<file path="src/rtl/cpu_pkg.sv">
// Shared register-file geometry and the ID->EX operand bundle.
package cpu_pkg;

  localparam int REG_WIDTH  = 32;
  localparam int ADDR_WIDTH = 5;
  localparam int REG_DEPTH  = 1 << ADDR_WIDTH;

  localparam logic [ADDR_WIDTH-1:0] REG_ZERO = '0;

  typedef struct packed {
    logic [REG_WIDTH-1:0]  op1;
    logic [REG_WIDTH-1:0]  op2;
    logic [ADDR_WIDTH-1:0] rd;
    logic                  rd_wr;
  } id_to_ex_t;

endpackage

</file>
<file path="src/rtl/reg_scoreboard.sv">
// Per-register busy tracking for in-flight writers; reports RAW and WAW hazards
// for the instruction currently presented by decode.
module reg_scoreboard #(
  parameter int ADDR_WIDTH = cpu_pkg::ADDR_WIDTH,
  parameter int REG_DEPTH  = cpu_pkg::REG_DEPTH
) (
  input  logic                  clk,
  input  logic                  reg_rst_n,
  input  logic [ADDR_WIDTH-1:0] rs1_i,
  input  logic [ADDR_WIDTH-1:0] rs2_i,
  input  logic                  uses_rs1_i,
  input  logic                  uses_rs2_i,
  input  logic [ADDR_WIDTH-1:0] rd_i,
  input  logic                  rd_wr_i,
  input  logic                  bhit1_i,
  input  logic                  bhit2_i,
  input  logic                  wb_en_i,
  input  logic [ADDR_WIDTH-1:0] wb_addr_i,
  input  logic                  issue_i,
  input  logic                  flush_clr_i,
  input  logic [ADDR_WIDTH-1:0] flush_addr_i,
  output logic                  raw_hazard_o,
  output logic                  waw_hazard_o
);
  import cpu_pkg::*;

  logic [REG_DEPTH-1:0] busy_q, busy_d;

  // Clears are applied first so that a same-cycle set on the same register wins.
  always_comb begin
    busy_d = busy_q;
    if (wb_en_i)
      busy_d[wb_addr_i] = 1'b0;
    if (flush_clr_i)
      busy_d[flush_addr_i] = 1'b0;
    if (issue_i && rd_wr_i)
      busy_d[rd_i] = 1'b1;
    busy_d[0] = 1'b0;
  end

  always_ff @(posedge clk or negedge reg_rst_n) begin
    if (!reg_rst_n)
      busy_q <= '0;
    else
      busy_q <= busy_d;
  end

  assign raw_hazard_o = (uses_rs1_i && busy_q[rs1_i] && !bhit1_i) ||
                        (uses_rs2_i && busy_q[rs2_i] && !bhit2_i);

  assign waw_hazard_o = rd_wr_i && (rd_i != REG_ZERO) && busy_q[rd_i] &&
                        !(wb_en_i && (wb_addr_i == rd_i));

endmodule

</file>
<file path="src/rtl/operand_fetch.sv">
// Operand read, writeback bypass and registered ID->EX stage in front of the 32x32 register file.
// Same-cycle writeback bypass is built only when OPFETCH_WB_BYPASS_EN is defined.
module operand_fetch #(
  parameter int REG_WIDTH  = cpu_pkg::REG_WIDTH,
  parameter int ADDR_WIDTH = cpu_pkg::ADDR_WIDTH,
  parameter int REG_DEPTH  = cpu_pkg::REG_DEPTH
) (
  input  logic                  clk,
  input  logic                  reg_rst_n,
  input  logic                  id_valid,
  output logic                  id_ready,
  input  logic [ADDR_WIDTH-1:0] id_rs1,
  input  logic [ADDR_WIDTH-1:0] id_rs2,
  input  logic                  id_uses_rs1,
  input  logic                  id_uses_rs2,
  input  logic [ADDR_WIDTH-1:0] id_rd,
  input  logic                  id_rd_wr,
  output logic [ADDR_WIDTH-1:0] rf_read_addr_1,
  output logic [ADDR_WIDTH-1:0] rf_read_addr_2,
  input  logic [REG_WIDTH-1:0]  rf_data_1,
  input  logic [REG_WIDTH-1:0]  rf_data_2,
  input  logic                  wb_en,
  input  logic [ADDR_WIDTH-1:0] wb_addr,
  input  logic [REG_WIDTH-1:0]  wb_data,
  input  logic                  flush,
  output logic                  ex_valid,
  input  logic                  ex_ready,
  output logic [REG_WIDTH-1:0]  ex_op1,
  output logic [REG_WIDTH-1:0]  ex_op2,
  output logic [ADDR_WIDTH-1:0] ex_rd,
  output logic                  ex_rd_wr
);
  import cpu_pkg::*;

  id_to_ex_t              ex_q, ex_d;
  logic                   ex_valid_q, ex_valid_d;
  logic                   bhit1, bhit2;
  logic                   raw_hazard, waw_hazard;
  logic                   stage_free, issue;
  logic [REG_WIDTH-1:0]   op1_rd, op2_rd, op1_sel, op2_sel;

  assign rf_read_addr_1 = id_rs1;
  assign rf_read_addr_2 = id_rs2;

`ifdef OPFETCH_WB_BYPASS_EN
  assign bhit1  = wb_en && (wb_addr == id_rs1) && (id_rs1 != REG_ZERO);
  assign bhit2  = wb_en && (wb_addr == id_rs2) && (id_rs2 != REG_ZERO);
  assign op1_rd = bhit1 ? wb_data : rf_data_1;
  assign op2_rd = bhit2 ? wb_data : rf_data_2;
`else
  // Without bypass the dependent instruction waits one cycle and reads the file.
  logic unused_wb_data;
  assign unused_wb_data = ^wb_data;
  assign bhit1  = 1'b0;
  assign bhit2  = 1'b0;
  assign op1_rd = rf_data_1;
  assign op2_rd = rf_data_2;
`endif

  // x0 reads as zero regardless of what the file or the writeback bus carries.
  assign op1_sel = (id_rs1 == REG_ZERO) ? '0 : op1_rd;
  assign op2_sel = (id_rs2 == REG_ZERO) ? '0 : op2_rd;

  assign stage_free = !ex_valid_q || ex_ready;
  assign id_ready   = stage_free && !flush && !raw_hazard && !waw_hazard;
  assign issue      = id_valid && id_ready;

  reg_scoreboard #(
    .ADDR_WIDTH (ADDR_WIDTH),
    .REG_DEPTH  (REG_DEPTH)
  ) u_scoreboard (
    .clk          (clk),
    .reg_rst_n    (reg_rst_n),
    .rs1_i        (id_rs1),
    .rs2_i        (id_rs2),
    .uses_rs1_i   (id_uses_rs1),
    .uses_rs2_i   (id_uses_rs2),
    .rd_i         (id_rd),
    .rd_wr_i      (id_rd_wr),
    .bhit1_i      (bhit1),
    .bhit2_i      (bhit2),
    .wb_en_i      (wb_en),
    .wb_addr_i    (wb_addr),
    .issue_i      (issue),
    .flush_clr_i  (flush && ex_valid_q && ex_q.rd_wr),
    .flush_addr_i (ex_q.rd),
    .raw_hazard_o (raw_hazard),
    .waw_hazard_o (waw_hazard)
  );

  always_comb begin
    ex_d       = ex_q;
    ex_valid_d = ex_valid_q;
    if (issue) begin
      ex_d       = '{op1: op1_sel, op2: op2_sel, rd: id_rd, rd_wr: id_rd_wr};
      ex_valid_d = 1'b1;
    end else if (flush || ex_ready) begin
      ex_valid_d = 1'b0;
    end
  end

  always_ff @(posedge clk or negedge reg_rst_n) begin
    if (!reg_rst_n) begin
      ex_q       <= '0;
      ex_valid_q <= 1'b0;
    end else begin
      ex_q       <= ex_d;
      ex_valid_q <= ex_valid_d;
    end
  end

  assign ex_valid = ex_valid_q;
  assign ex_op1   = ex_q.op1;
  assign ex_op2   = ex_q.op2;
  assign ex_rd    = ex_q.rd;
  assign ex_rd_wr = ex_q.rd_wr;

endmodule

</file>
<file path="config.mk">
export PLATFORM = sky130hd
export DESIGN_NAME = operand_fetch
export DESIGN_NICKNAME = d
export VERILOG_FILES = /design/src/rtl/cpu_pkg.sv /design/src/rtl/reg_scoreboard.sv /design/src/rtl/operand_fetch.sv
export SDC_FILE = /design/constraint.sdc
export NUM_CORES = 1
export LEC_CHECK = 0
export ABC_AREA = 1
export ABC_CLOCK_PERIOD_IN_PS = 2400
export CAP_MARGIN = 10
export CORE_UTILIZATION = 49
export DETAILED_ROUTE_END_ITERATION = 7
export PLACE_DENSITY = 0.84
export SYNTH_ARGS = -nofsm -noshare
export SYNTH_HDL_FRONTEND = slang
export SYNTH_SLANG_ARGS = --single-unit
</file>
<file path="constraint.sdc">
create_clock -name clk -period 2.4 [get_ports clk]
set_input_delay 0.48 -clock clk [delete_from_list [all_inputs] [get_ports clk]]
set_output_delay 0.48 -clock clk [all_outputs]
set_load 0.005 [all_outputs]
</file>
# Word level (Yosys, flattened, before mapping)
# Index checks and enable logic that the tools add are counted.
[totals]
ramBits = 0
latchBits = 0
elab_cells = 67
in_bits = 125
romBits = 0
output_inout_bits = 82
reg_bits = 102
mem_count = 0
[classes]
n_addsub = 0
mux = 19
mul = 0
n_div = 0
n_bitwise = 5
magnitude_cmp = 8
shifts = 0
reduce_logical = 28
eq_ne = 1
[op_table]
columns = ["operator", "n"]
rows = [
  ["$mux 32", 5],
  ["$and 32x32->32", 2],
  ["$not 32->32", 2],
  ["$or 32x32->32", 1],
  ["$lt 5x6->1 const B", 5],
  ["$logic_and 1x1->1", 16],
  ["$bmux 1 s5", 3],
  ["$demux 1 s5", 3],
  ["$ge 5x1->1 const B", 3],
  ["$logic_not 5->1", 2],
  ["$mux 1", 8],
  ["$eq 5x5->1", 1],
  ["$logic_not 1->1", 5],
  ["$reduce_bool 5->1", 1],
  ["$logic_or 1x1->1", 3],
  ["$reduce_bool 2->1", 1],
]

# Depth between registers and ports, before layout
# Gate-level depths: netlist of run 1.
[depth]
depth_word = 11
ltp_mapped = 17
ltp_nobuf = 14

# Modules after synthesis
# A second synthesis of run 1 with hierarchy kept.
[hier_totals]
hier_cells = 875
hier_area_um2 = 6047.0
[modules_own_cells]
columns = ["module", "cells_each", "n_inst", "area_each_um2", "seq_area_each_um2"]
rows = [
  ["operand_fetch", 461, 1, 3469.6, 1776.7],
  ["reg_scoreboard", 414, 1, 2577.5, 775.7],
]

# Worst setup path before layout of run 1
# Ideal clock, no wire load.
[synth_timing]
kind = "input -> register"
startpoint = "in id_rd[0]"
endpoint = "reg ex_q, in the netlist ex_op1[0]"
cell_stages = 16
arrival_ps = 1902
path_buffers = 4
setup_slack_ps = 377
setup_time_ps = 121
required_ps = 2279
path_cell_list = "buf_6 -> inv_4 -> buf_6 -> nor2_1 -> nand2_1 -> nand3_1 -> nand2_1 -> nand2_1 -> nor2_1 -> nand2_1 -> a21oi_2 -> nand4_2 -> buf_6 -> buf_2 -> nand2_1 -> o21ai_1"
[synth_via]
elab_chain_cells = 7
elab_cells_between_ends = 12
cone_classes = "eq/ne: 1; mux: 2; reduce/logical: 9"
[synth_lines]
columns = ["item", "line", "source"]
rows = [
  ["start: declaration", "operand_fetch.sv:16", "input logic [ADDR_WIDTH-1:0] id_rd,"],
  ["$bmux 1 s5 (tied with other cells)", "reg_scoreboard.sv:51", "assign waw_hazard_o = rd_wr_i && (rd_i != REG_ZERO) && busy_q[rd_i] &&"],
  ["$mux 1 (implied by the code) (tied with other cells)", "reg_scoreboard.sv:51", ""],
  ["$logic_and 1x1->1 / $logic_not 1->1 (equally long branches)", "reg_scoreboard.sv:51, reg_scoreboard.sv:52", ""],
  ["$logic_and 1x1->1 *", "reg_scoreboard.sv:51", ""],
  ["$logic_not 1->1 *", "operand_fetch.sv:65", "assign id_ready = stage_free && !flush && !raw_hazard && !waw_hazard;"],
  ["$logic_and 1x1->1 *", "operand_fetch.sv:65", ""],
  ["$logic_and 1x1->1 *", "operand_fetch.sv:66", "assign issue = id_valid && id_ready;"],
  ["end signal: assignment", "operand_fetch.sv:104", "ex_q <= '0;"],
  ["end signal: assignment", "operand_fetch.sv:107", "ex_q <= ex_d;"],
  ["end: declaration", "operand_fetch.sv:35", "id_to_ex_t ex_q, ex_d;"],
]
# Mark *: on every way between the ends. The rest lies on a longest branch, timed or not. The select of a mux whose other input is x is not followed.
# A chain may end at the register's enable or synchronous reset.

# Worst setup path in the final report of run 1
[layout_timing]
startpoint = "in id_rd[3]"
endpoint = "reg ex_q, in the netlist ex_op1[29]"
# Same word-level chain as after synthesis.

==> out/qor.csv, run 1 <==
stage;metric;value;unit
floorplan;die_area;0.0123;mm2
route;drt-total-wl;21.9;mm
global_routing;top_usage_layer;met2;
yosys;ys_seq_area_share;43.8;%
clocking;cts_root_buffer;clkbuf_16;
clocking;clockBufferDepth;2;
route;drtIter0Drc;825;
setup_path;crit_type;input pin to flop;
timing;fin_crit;2.30;ns
global_routing;grt_overflow_total;0;
timing;setup_viol;0;
outcome;run_status;finished, violations left;
yosys;synthTopCellsByCount;314 x nand2_1, 102 x dfrtp_1, 102 x nand3_1;
setup_path;start_kind;input pin;
setup_path;crit_arrival;2.53;ns
floorplan;die_h;111;um
cells_and_area;synthToLayoutAreaGrowth;49.9;%
setup_path;worstPathRequired;2.62;ns
yosys;avgSynthCellArea;7.16;um2
route;via_count;6695;
timing;final_hold_viol_count;0;
clocking;clkSinkCount;102;
timing;final.setup_skew;0.0217;ns
cells_and_area;final_layout_size_suffix_gt1_share;14.3;%
global_routing;antenna_found_initial;0;
worst_hold_path;hold_class;input pin to asynchronous set/reset pin;
job;cap_violations;0;
yosys;syn_inst;814;
clocking;clk_pin_slew;0.08;ns
floorplan;die_x;111;um
clocking;tritoncts;yes;
route;antenna_left;0;
yosys;async_reset_ff_share;100;%
global_routing;grt_pass1_vias;6561;
yosys;synth_area;0.00583;mm2
power;ir_worst_vdd;427;uV
global_routing;grt_max_degree;54;
yosys;synth_seq_cells;102;
cells_and_area;final_core_util;75.9;%
clocking;clock_latency;0.37;ns
timing;relSlewSlack;65.6;%
route;first_pass_iters;8;
clocking;hold_buffers;0;
timing;timing.fmax;434;MHz
yosys;synth_most_common_cell;nand2_1;
floorplan;start_util;50.6;%
yosys;synth_area_leaders;dfrtp_1 44%, nand2_1 20%, nand3_1 8.8%;
yosys;ys_types;25;
floorplan;rows;39;
yosys;synth_ff_type;dfrtp_1;
setup_path;end_kind;flop;
clocking;htree_levels;3;
timing;worstMarginPinSlew;0.514;ns
yosys;synth_nets;939;
yosys;yosysWarnings;0;
yosys;synth_edf_count;0;
outcome;failed_checks;design-rule violations;
floorplan;core-area;0.0115;mm2
cells_and_area;fillers;851;
global_routing;met3_usage;9.79;%
route;drc;12;
timing;slew_viol_final;0;
power;p_per_area;638;mW/mm2
clocking;cts_buffers;9;
placement;dp_hpwl;14.2;mm
yosys;yosys.area.top_type;dfrtp_1;
cells_and_area;antenna_cells;0;
global_routing;grtUsageMet1;44.8;%
cells_and_area;nets;1167;
global_routing;groute.usage.overall;35.2;%
placement;portBuffers;174;
yosys;synth.top_cell.area_share;43.8;%
placement;gp_congestion;0.975;
route;post_drt_wl_per_cell;18.4;um
global_routing;grt_pass1_wl;34.0;mm
timing;finalCritPeriodShare;96.0;%
route;viasPerCell;5.63;
global_routing;met2_usage;55.8;%
floorplan;io_pins;207;
timing;whs;0.00888;ns
power;p_leak;4.33;nW
setup_path;crit_fanout;7;
==> area by class of cell <==
cell class	instances	area, um2	share of cell area (%)
clock buffers	10	229	2.62
clock inverters	6	56.3	0.645
inverters	68	268	3.07
multi-input cells	594	2760	31.6
flip-flops and latches	102	2560	29.3
well taps	143	179	2.05
repair buffers	266	2680	30.7
repair inverters	1	7.51	0.0859
==> worst max-delay path: stages <==
cell and delay [ns]:
clkdlybuf4s15_2 0.24, inv_4 0.12, nor3_1 0.07, buf_4 0.15
nand2_1 0.07, nand2_1 0.05, nor2_1 0.10, nand2_1 0.07
a21oi_2 0.18, buf_4 0.14, buf_4 0.10, nand4_4 0.18
buf_12 0.23, clkbuf_16 0.16, nand2_1 0.07, o21ai_1 0.11
==> final timing paths <==
| path | from | endpoint | slack [ns] | cells after the start |
|---|---|---|---|---|
| min in group clk | ex_op1[13]$_DFFE_PN0P_ | ex_op1[13]$_DFFE_PN0P_ | 0.49 | 2 |
| max in group asynchronous | reg_rst_n | ex_op1[31]$_DFFE_PN0P_ | 1.72 | 2 |
| hold reg to reg | ex_op1[13]$_DFFE_PN0P_ | ex_op1[13]$_DFFE_PN0P_ | 0.49 | 2 |
| hold / removal | reg_rst_n | ex_op2[1]$_DFFE_PN0P_ | 0.009 | 1 |
| setup reg to reg | u_scoreboard.busy_q[13]$_DFF_PN0_ | ex_op1[29]$_DFFE_PN0P_ | 0.13 | 16 |
| setup / recovery | id_rd[3] | ex_op1[29]$_DFFE_PN0P_ | 0.1 | 16 |
==> where the power goes <==
part	switching (mW)	internal, mW	leakage [nW]	total (mW)
Combinational	0.811	1.00	2.88	1.81
Clock	0.727	0.724	0.140	1.45
Sequential	0.270	2.04	1.30	2.31
==> repair_timing <==
action | CTS | global route
cloned | 5 | 4
hold endpoints to repair | 0 | 0
resized for setup | 71 | 35
endpoints found under the setup margin | 1 | 72
setup buffers | 18 | 6
pin swaps | 8 | 8
==> per-layer routing <==
| layer | part of all wire (%) | vias up | routed length, um |
|---|---|---|---|
| li1 | - | 3114 | - |
| met1 | 38 | 3075 | 8370 |
| met2 | 48 | 417 | 10500 |
| met3 | 9.9 | 89 | 2170 |
| met4 | 4.0 | 0 | 871 |
| met5 | 0 | - | 0 |
==> cell usage in the layout (no fill, tap or decap), drive strengths merged <==
| cell type | count |
|---|---|
| inv | 70 |
| nand2 | 315 |
| clkinvlp | 1 |
| xnor2 | 2 |
| nand4 | 4 |
| nor2 | 46 |
| clkinv | 4 |
| dfrtp | 102 |
| clkbuf | 13 |
| a21boi | 1 |
| o211ai | 8 |
| dlymetal6s2s | 1 |
| nand3 | 102 |
| clkdlybuf4s15 | 3 |
| a21oi | 2 |
| buf | 93 |
| dlygate4sd2 | 11 |
| nor3 | 11 |
| o221ai | 31 |
| o21ai | 72 |
| clkdlybuf4s50 | 155 |
==> flip-flops by register name, summed over array words and instances, names as in the netlist <==
signal / cells
ex_op1: 32
ex_op2: 32
u_scoreboard.busy_q: 31
ex_rd: 5
ex_rd_wr: 1
ex_valid: 1
==> kinds of logic (layout without fill, tap and decap cells) <==
group | after synthesis | count (layout) | share of synthesized area (%)
compound gates | 114 | 114 | 12.2
xor+xnor | 2 | 2 | 0.301
buf+inv | 118 | 351 | 10.1
flops | 102 | 102 | 43.8
simple gates | 478 | 478 | 33.6
==> metrics by stage <==
stage | instance area (um2) | worst slack (ns) | setup TNS, ns | cells | total power, mW
5_1_grt | 8740 | -0.0762 | -0.135 | 1190 | 5.83
6_report | 8740 | 0.0965 | 0 | 1190 | 5.57
3_3_place_gp | 8020 | -0.634 | -26.78 | 1148 | 3.92
2_1_floorplan | 5830 | 0.377 | 0 | 814 | 2.90
4_1_cts | 8600 | -0.211 | -11.42 | 1187 | 5.45
3_5_place_dp | 8020 | -0.628 | -27.30 | 1148 | 3.96
Power figures use the tool's default switching activity.
==> run 2: changes to the inputs <==
- CORE_UTILIZATION: 49 -> 50
- DONT_BUFFER_PORTS: default -> 1
- PLACE_DENSITY: 0.84 -> 0.63
- SKIP_CTS_REPAIR_TIMING: default -> 1
- SLEW_MARGIN: default -> 10
==> run 2 against run 1 <==
Compared with the run above:
- the flow finishes with violations (negative hold slack)
- setup slack better by 0.072 ns
- die area down 2.0%
- global-route usage shrank 8.5 points
- power shrank 20%
- largest cell class unchanged
- highest routed layer unchanged
==> out/qor.csv, run 2 (same netlist as run 1, synthesis figures left out) <==
stage;metric;value;unit;change
clocking;cts_buffers;9;;unchanged
route;drtIter0Drc;636;;-23%
job;cap_violations;0;;unchanged
setup_path;crit_type;flop to primary output;;
global_routing;grt_pass1_vias;4683;;-29%
clocking;clk_pin_slew;0.07;ns;about the same
placement;post-place-cells;913;;-20%
timing;whs;-0.176;ns;-0.185 ns
outcome;run_status;finished, violations left;;
floorplan;start_util;51.3;%;+0.65 points
floorplan;core-area;0.0114;mm2;-1.3%
global_routing;antenna_found_initial;0;;unchanged
cells_and_area;nets;906;;-22%
power;cellInternalPower;3.03;mW;-20%
power;power_frac_seq;53.0;%;+12 points
timing;final.setup.tns;0;ns;unchanged
power;p_leak;3.11;nW;-28%
global_routing;grt_pass1_wl;24.1;mm;-29%
power;p_per_area;731;mW/mm2;+15%
outcome;failed_checks;negative hold slack;;
setup_path;crit_fanout;4;;-3
clocking;cts_root_buffer;clkbuf_16;;
cells_and_area;fillers;1104;;+30%
timing;finalCritPeriodShare;93.0;%;-3.0 points
cells_and_area;antenna_cells;0;;unchanged
timing;relSlewSlack;62.2;%;-3.4 points
floorplan;die_area;0.0121;mm2;-2.0%
worst_hold_path;hold_class;input pin to asynchronous set/reset pin;;
clocking;htree_levels;3;;unchanged
timing;slew_viol_final;0;;unchanged
clocking;clock_latency;0.35;ns;-0.02 ns
floorplan;die_h;110;um;-0.99%
floorplan;io_pins;207;;unchanged
power;p_comb_share;15.7;%;-17 points
cells_and_area;layout_commonest_cell;nand2_1;;
clocking;tritoncts;yes;;
timing;final_hold_viol_count;102;;+102
cells_and_area;final_layout_size_suffix_gt1_share;3.69;%;-11 points
route;first_pass_iters;6;;-2
power;switchingPower;1.41;mW;-22%
placement;dp_hpwl;11.2;mm;-21%
timing;timing.fmax;448;MHz;+3.2%
cells_and_area;fin_area;0.00606;mm2;-31%
placement;portBuffers;0;;-100%
placement;placed_area;0.00577;mm2;-28%
global_routing;groute.usage.overall;26.7;%;-8.5 points
route;drc;0;;-12
cells_and_area;fin_cells;929;;-22%
clocking;clockBufferDepth;2;;unchanged
timing;fin_crit;2.23;ns;-0.0725 ns
placement;gp_congestion;0.952;;-2.3%
route;antenna_left;0;;unchanged
setup_path;worstPathRequired;1.92;ns;-0.70 ns
clocking;clkSinkCount;102;;unchanged
floorplan;rows;39;;unchanged
route;post_drt_wl_per_cell;17.5;um;-4.7%
setup_path;crit_arrival;1.75;ns;-0.78 ns
global_routing;grt_overflow_total;0;;unchanged
timing;setup_viol;0;;unchanged
setup_path;end_kind;primary output;;
timing;worstMarginPinSlew;0.565;ns;+0.0509 ns
timing;fin_ws;0.169;ns;+0.0725 ns
route;via_count;5400;;-19%
route;drt-total-wl;16.3;mm;-26%
setup_path;start_kind;flop;;
timing;rsz0062_at_grt;false;;
power;swShare;31.7;%;-0.74 points
power;clkPwrFrac;31.2;%;+5.2 points
placement;dp_slack;0.232;ns;+0.860 ns
cells_and_area;layout_common_cells;314 x nand2_1, 102 x nand3_1, 102 x dfrtp_1;;
power;ir_worst_vdd;396;uV;-7.4%
cells_and_area;synthToLayoutAreaGrowth;3.99;%;
route;viasPerCell;5.81;;+3.3%
timing;final.setup_skew;0.00754;ns;-0.0142 ns
global_routing;grt_max_degree;103;;+91%
floorplan;die_x;110;um;-0.99%
run 2: final cells by class:
type,instances,area [um2],share of cell area (%)
Multi-Input combinational cell,594,2700,44.6
Sequential cell,102,2550,42.1
Inverter,68,258,4.25
Clock buffer,9,225,3.72
Tap cell,143,179,2.95
Timing Repair Buffer,6,82.6,1.36
Clock inverter,7,61.3,1.01
run 2: power by group through the flow:
| stage | Combinational (mW) | Sequential (mW) | Clock, mW |
|---|---|---|---|
| 6_report | 0.698 | 2.35 | 1.39 |
| 5_1_grt | 0.812 | 2.40 | 1.49 |
| 4_1_cts | 0.694 | 2.35 | 1.42 |
| 3_5_place_dp | 0.696 | 2.38 | 0 |
| 3_3_place_gp | 0.662 | 2.38 | 0 |
| 2_1_floorplan | 0.614 | 2.28 | 0 |
run 2: per-layer routing:
| metal | part of all wire, % | track usage (%) | up-vias |
|---|---|---|---|
| met5 | 0 | 0 | - |
| met4 | 2.6 | 10.0 | 0 |
| met3 | 11 | 7.17 | 35 |
| met2 | 45 | 40.0 | 298 |
| met1 | 42 | 37.0 | 2481 |
| li1 | - | - | 2586 |
run 2: worst max-delay path: stages (launching register included):
cell	delay, ns
dfrtp_1	0.45
nand2_1	0.10
nand2_1	0.05
nand2_1	0.05
nand2_1	0.05
nand2_1	0.05
nand2_1	0.06
nor2_1	0.10
nand2_1	0.09
a21oi_4	0.20
nand3_1	0.13
inv_1	0.09
run 2: path summary, 6_finish.rpt:
check | from | end | slack [ns] | cells after the start
max in group asynchronous | reg_rst_n | u_scoreboard.busy_q[10]$_DFF_PN0_ | 2.36 | 0
min in group clk | flush | ex_valid$_DFFE_PN0P_ | 0.24 | 1
hold / removal | reg_rst_n | u_scoreboard.busy_q[18]$_DFF_PN0_ | -0.18 | 0
setup / recovery | u_scoreboard.busy_q[26]$_DFF_PN0_ | id_ready | 0.17 | 11
hold reg to reg | ex_op1[28]$_DFFE_PN0P_ | ex_op1[28]$_DFFE_PN0P_ | 0.51 | 2
setup reg to reg | u_scoreboard.busy_q[26]$_DFF_PN0_ | u_scoreboard.busy_q[8]$_DFF_PN0_ | 0.48 | 14
run 2: per-stage QoR:
step           utilization, %  power [mW]
2_1_floorplan               -        2.90
3_3_place_gp             50.7        3.04
3_5_place_dp             50.7        3.07
4_1_cts                  53.3        4.47
5_1_grt                  53.3        4.70
6_report                 53.3        4.43
==> run 3: changes to the inputs <==
- CORE_MARGIN: default -> 2
- CTS_BUF_LIST: default -> sky130_fd_sc_hd__clkbuf_8
==> run 3 against run 2 <==
Compared with the run above:
- the run still ends with negative hold slack left
- via count decreased by 1.5%
- routed wire length about the same
- clock-buffer cell count increased by 1
- maximum frequency decreased by 0.87%
- cell count increased by 0.54%
- global-route usage decreased by 0.88 points
- flip-flop and latch count unchanged
- setup slack got worse by 0.020 ns
- power decreased by 5.7%
==> out/qor.csv, run 3 (same netlist as run 1, synthesis figures left out) <==
stage;metric;value;unit;change
timing;finalCritPeriodShare;93.8;%;+0.81 points
placement;portBuffers;0;;unchanged
clocking;clk_pin_slew;0.09;ns;+0.02 ns
clocking;cts_root_buffer;clkbuf_8;;
route;antenna_left;0;;unchanged
cells_and_area;fillers;1138;;+3.1%
job;cap_violations;0;;unchanged
setup_path;reg2reg_from;u_scoreboard.busy_q[8]$_DFF_PN0_;;
clocking;cts_buffers;9;;unchanged
setup_path;crit_fanout;4;;unchanged
route;post_drt_wl_per_cell;17.4;um;-0.61%
placement;placed_area;0.00578;mm2;+0.17%
floorplan;rows;39;;unchanged
clocking;clkSinkCount;102;;unchanged
placement;gp_congestion;0.947;;-0.57%
clocking;clockBufferDepth;2;;unchanged
setup_path;crit_start;u_scoreboard.busy_q[8]$_DFF_PN0_;;
power;clkPwrFrac;27.0;%;-4.2 points
setup_path;start_kind;flop;;
placement;dp_hpwl;11.6;mm;+3.1%
route;drtIter0Drc;631;;-0.79%
power;ir_worst_vdd;473;uV;+20%
global_routing;grt_overflow_total;0;;unchanged
setup_path;end_kind;primary output;;
floorplan;io_pins;207;;unchanged
cells_and_area;seq_area;0.00255;mm2;unchanged
setup_path;reg2regPathDepth;14;;unchanged
worst_hold_path;hold_class;input pin to asynchronous set/reset pin;;
floorplan;die_area;0.0125;mm2;+3.7%
power;switchingPower;1.35;mW;-3.9%
route;via_count;5321;;-1.5%
clocking;htree_levels;3;;unchanged
timing;fin_crit;2.25;ns;+0.0195 ns
clocking;clock_latency;0.37;ns;+0.02 ns
power;cellInternalPower;2.83;mW;-6.5%
cells_and_area;layout_commonest_cell;nand2_1;;
power;p_comb_share;16.7;%;+1.0 points
cells_and_area;nets;912;;+0.66%
setup_path;r2r_setup_slack;0.22;ns;-0.26 ns
setup_path;crit_arrival;1.77;ns;+0.02 ns
outcome;failed_checks;negative hold slack;;
timing;final_hold_viol_count;102;;unchanged
route;drt-total-wl;16.3;mm;about the same
cells_and_area;layout_common_cells;314 x nand2_1, 102 x dfrtp_1, 101 x nand3_1;;
global_routing;antenna_found_initial;0;;unchanged
timing;timing.fmax;444;MHz;-0.87%
clocking;tritoncts;yes;;
route;viasPerCell;5.70;;-2.0%
timing;whs;-0.209;ns;-0.0325 ns
timing;rsz0062_at_grt;false;;
outcome;run_status;finished, violations left;;
power;p_per_area;695;mW/mm2;-4.9%
floorplan;start_util;51.1;%;-0.22 points
timing;slew_viol_final;0;;unchanged
global_routing;grt_pass1_wl;25.8;mm;+6.9%
global_routing;grt_max_degree;103;;unchanged
cells_and_area;multi_input_area;0.00271;mm2;+0.19%
power;power_frac_seq;56.3;%;+3.3 points
timing;final.setup_skew;0.00859;ns;+0.00105 ns
cells_and_area;final_layout_size_suffix_gt1_share;4.42;%;+0.74 points
global_routing;groute.usage.overall;25.8;%;-0.88 points
setup_path;crit_type;flop to primary output;;
floorplan;die_h;112;um;+1.8%
floorplan;core-area;0.0114;mm2;+0.43%
timing;worstMarginPinSlew;0.560;ns;-0.00480 ns
timing;final.setup.tns;0;ns;unchanged
timing;setup_viol;0;;unchanged
power;swShare;32.3;%;+0.61 points
setup_path;worstPathRequired;1.92;ns;about the same
floorplan;die_x;112;um;+1.8%
cells_and_area;antenna_cells;0;;unchanged
timing;relSlewSlack;62.5;%;+0.32 points
route;drc;0;;unchanged
cells_and_area;synthToLayoutAreaGrowth;3.20;%;
route;first_pass_iters;5;;-1
power;p_leak;3.10;nW;-0.51%
global_routing;grt_pass1_vias;5012;;+7.0%
cells_and_area;fin_area;0.00602;mm2;-0.76%
setup_path;r2r_end;ex_op1[26]$_DFFE_PN0P_;;
-- run 3: cell types whose count changed in the layout (fill, tap and decap cells not counted), moves of 2 or more --
cell       change
clkbuf_8      +10
clkbuf_16      -9
buf_4          +7
clkinv_2       -2
-- run 3: power by group through the flow --
| stage | Combinational (mW) | Clock [mW] | Sequential (mW) |
|---|---|---|---|
| after floorplan | 0.614 | 0 | 2.28 |
| after global placement | 0.661 | 0 | 2.39 |
| after global routing | 0.809 | 1.23 | 2.40 |
| final | 0.697 | 1.13 | 2.36 |
| after detailed placement | 0.692 | 0 | 2.39 |
| after CTS | 0.688 | 1.16 | 2.36 |
-- run 3: cell type report --
type                       instances  area share [%]
multi-input combinational        594            45.0
sequential                       102            42.4
inverter                          68            4.28
tap                              143            2.97
clock buffer                      10            2.29
timing repair buffer              12            1.91
clock inverter                     5            1.08
-- run 3: how the worst max path moves through the flow --
stage / to / cells after the start
finish: id_ready / 11
global route: id_ready / 11
CTS: id_ready / 11
detailed placement: ex_op2[3]$_DFFE_PN0P_ / 12
global placement: ex_op1[29]$_DFFE_PN0P_ / 13
floorplan: ex_op1[0]$_DFFE_PN0P_ / 16
-- run 3: metrics by stage --
step / utilization [%] / std cells / total power [mW] / hold slack (ns) / setup slack, ns
floorplan: - / 814 / 2.90 / 0.184 / 0.377
global placement: 50.6 / 916 / 3.05 / 0.191 / 0.174
detailed placement: 50.6 / 916 / 3.08 / 0.191 / 0.151
CTS: 52.4 / 931 / 4.20 / -0.218 / 0.0347
global route: 52.7 / 934 / 4.44 / -0.234 / 0.0113
finish: 52.7 / 934 / 4.18 / -0.209 / 0.149
-- run 3: worst max-delay path: stages, from the launching register on --
cell and delay (ns):
dfrtp_1 0.46, nand2_1 0.10, nand2_1 0.05, nand2_1 0.05, nand2_1 0.05, nand2_1 0.06, nand2_1 0.05, nor2_1 0.12
nand2_1 0.10, a21oi_4 0.21, nand3_2 0.09, inv_1 0.08
-- run 3: metal layers --
layer  vias up  routed length [um]  track usage [%]
met3        43                1850             7.57
met4         0                 481             9.51
met2       311                7260             40.3
met1      2368                6700             34.4
met5         -                   0                0
li1       2599                   -                -
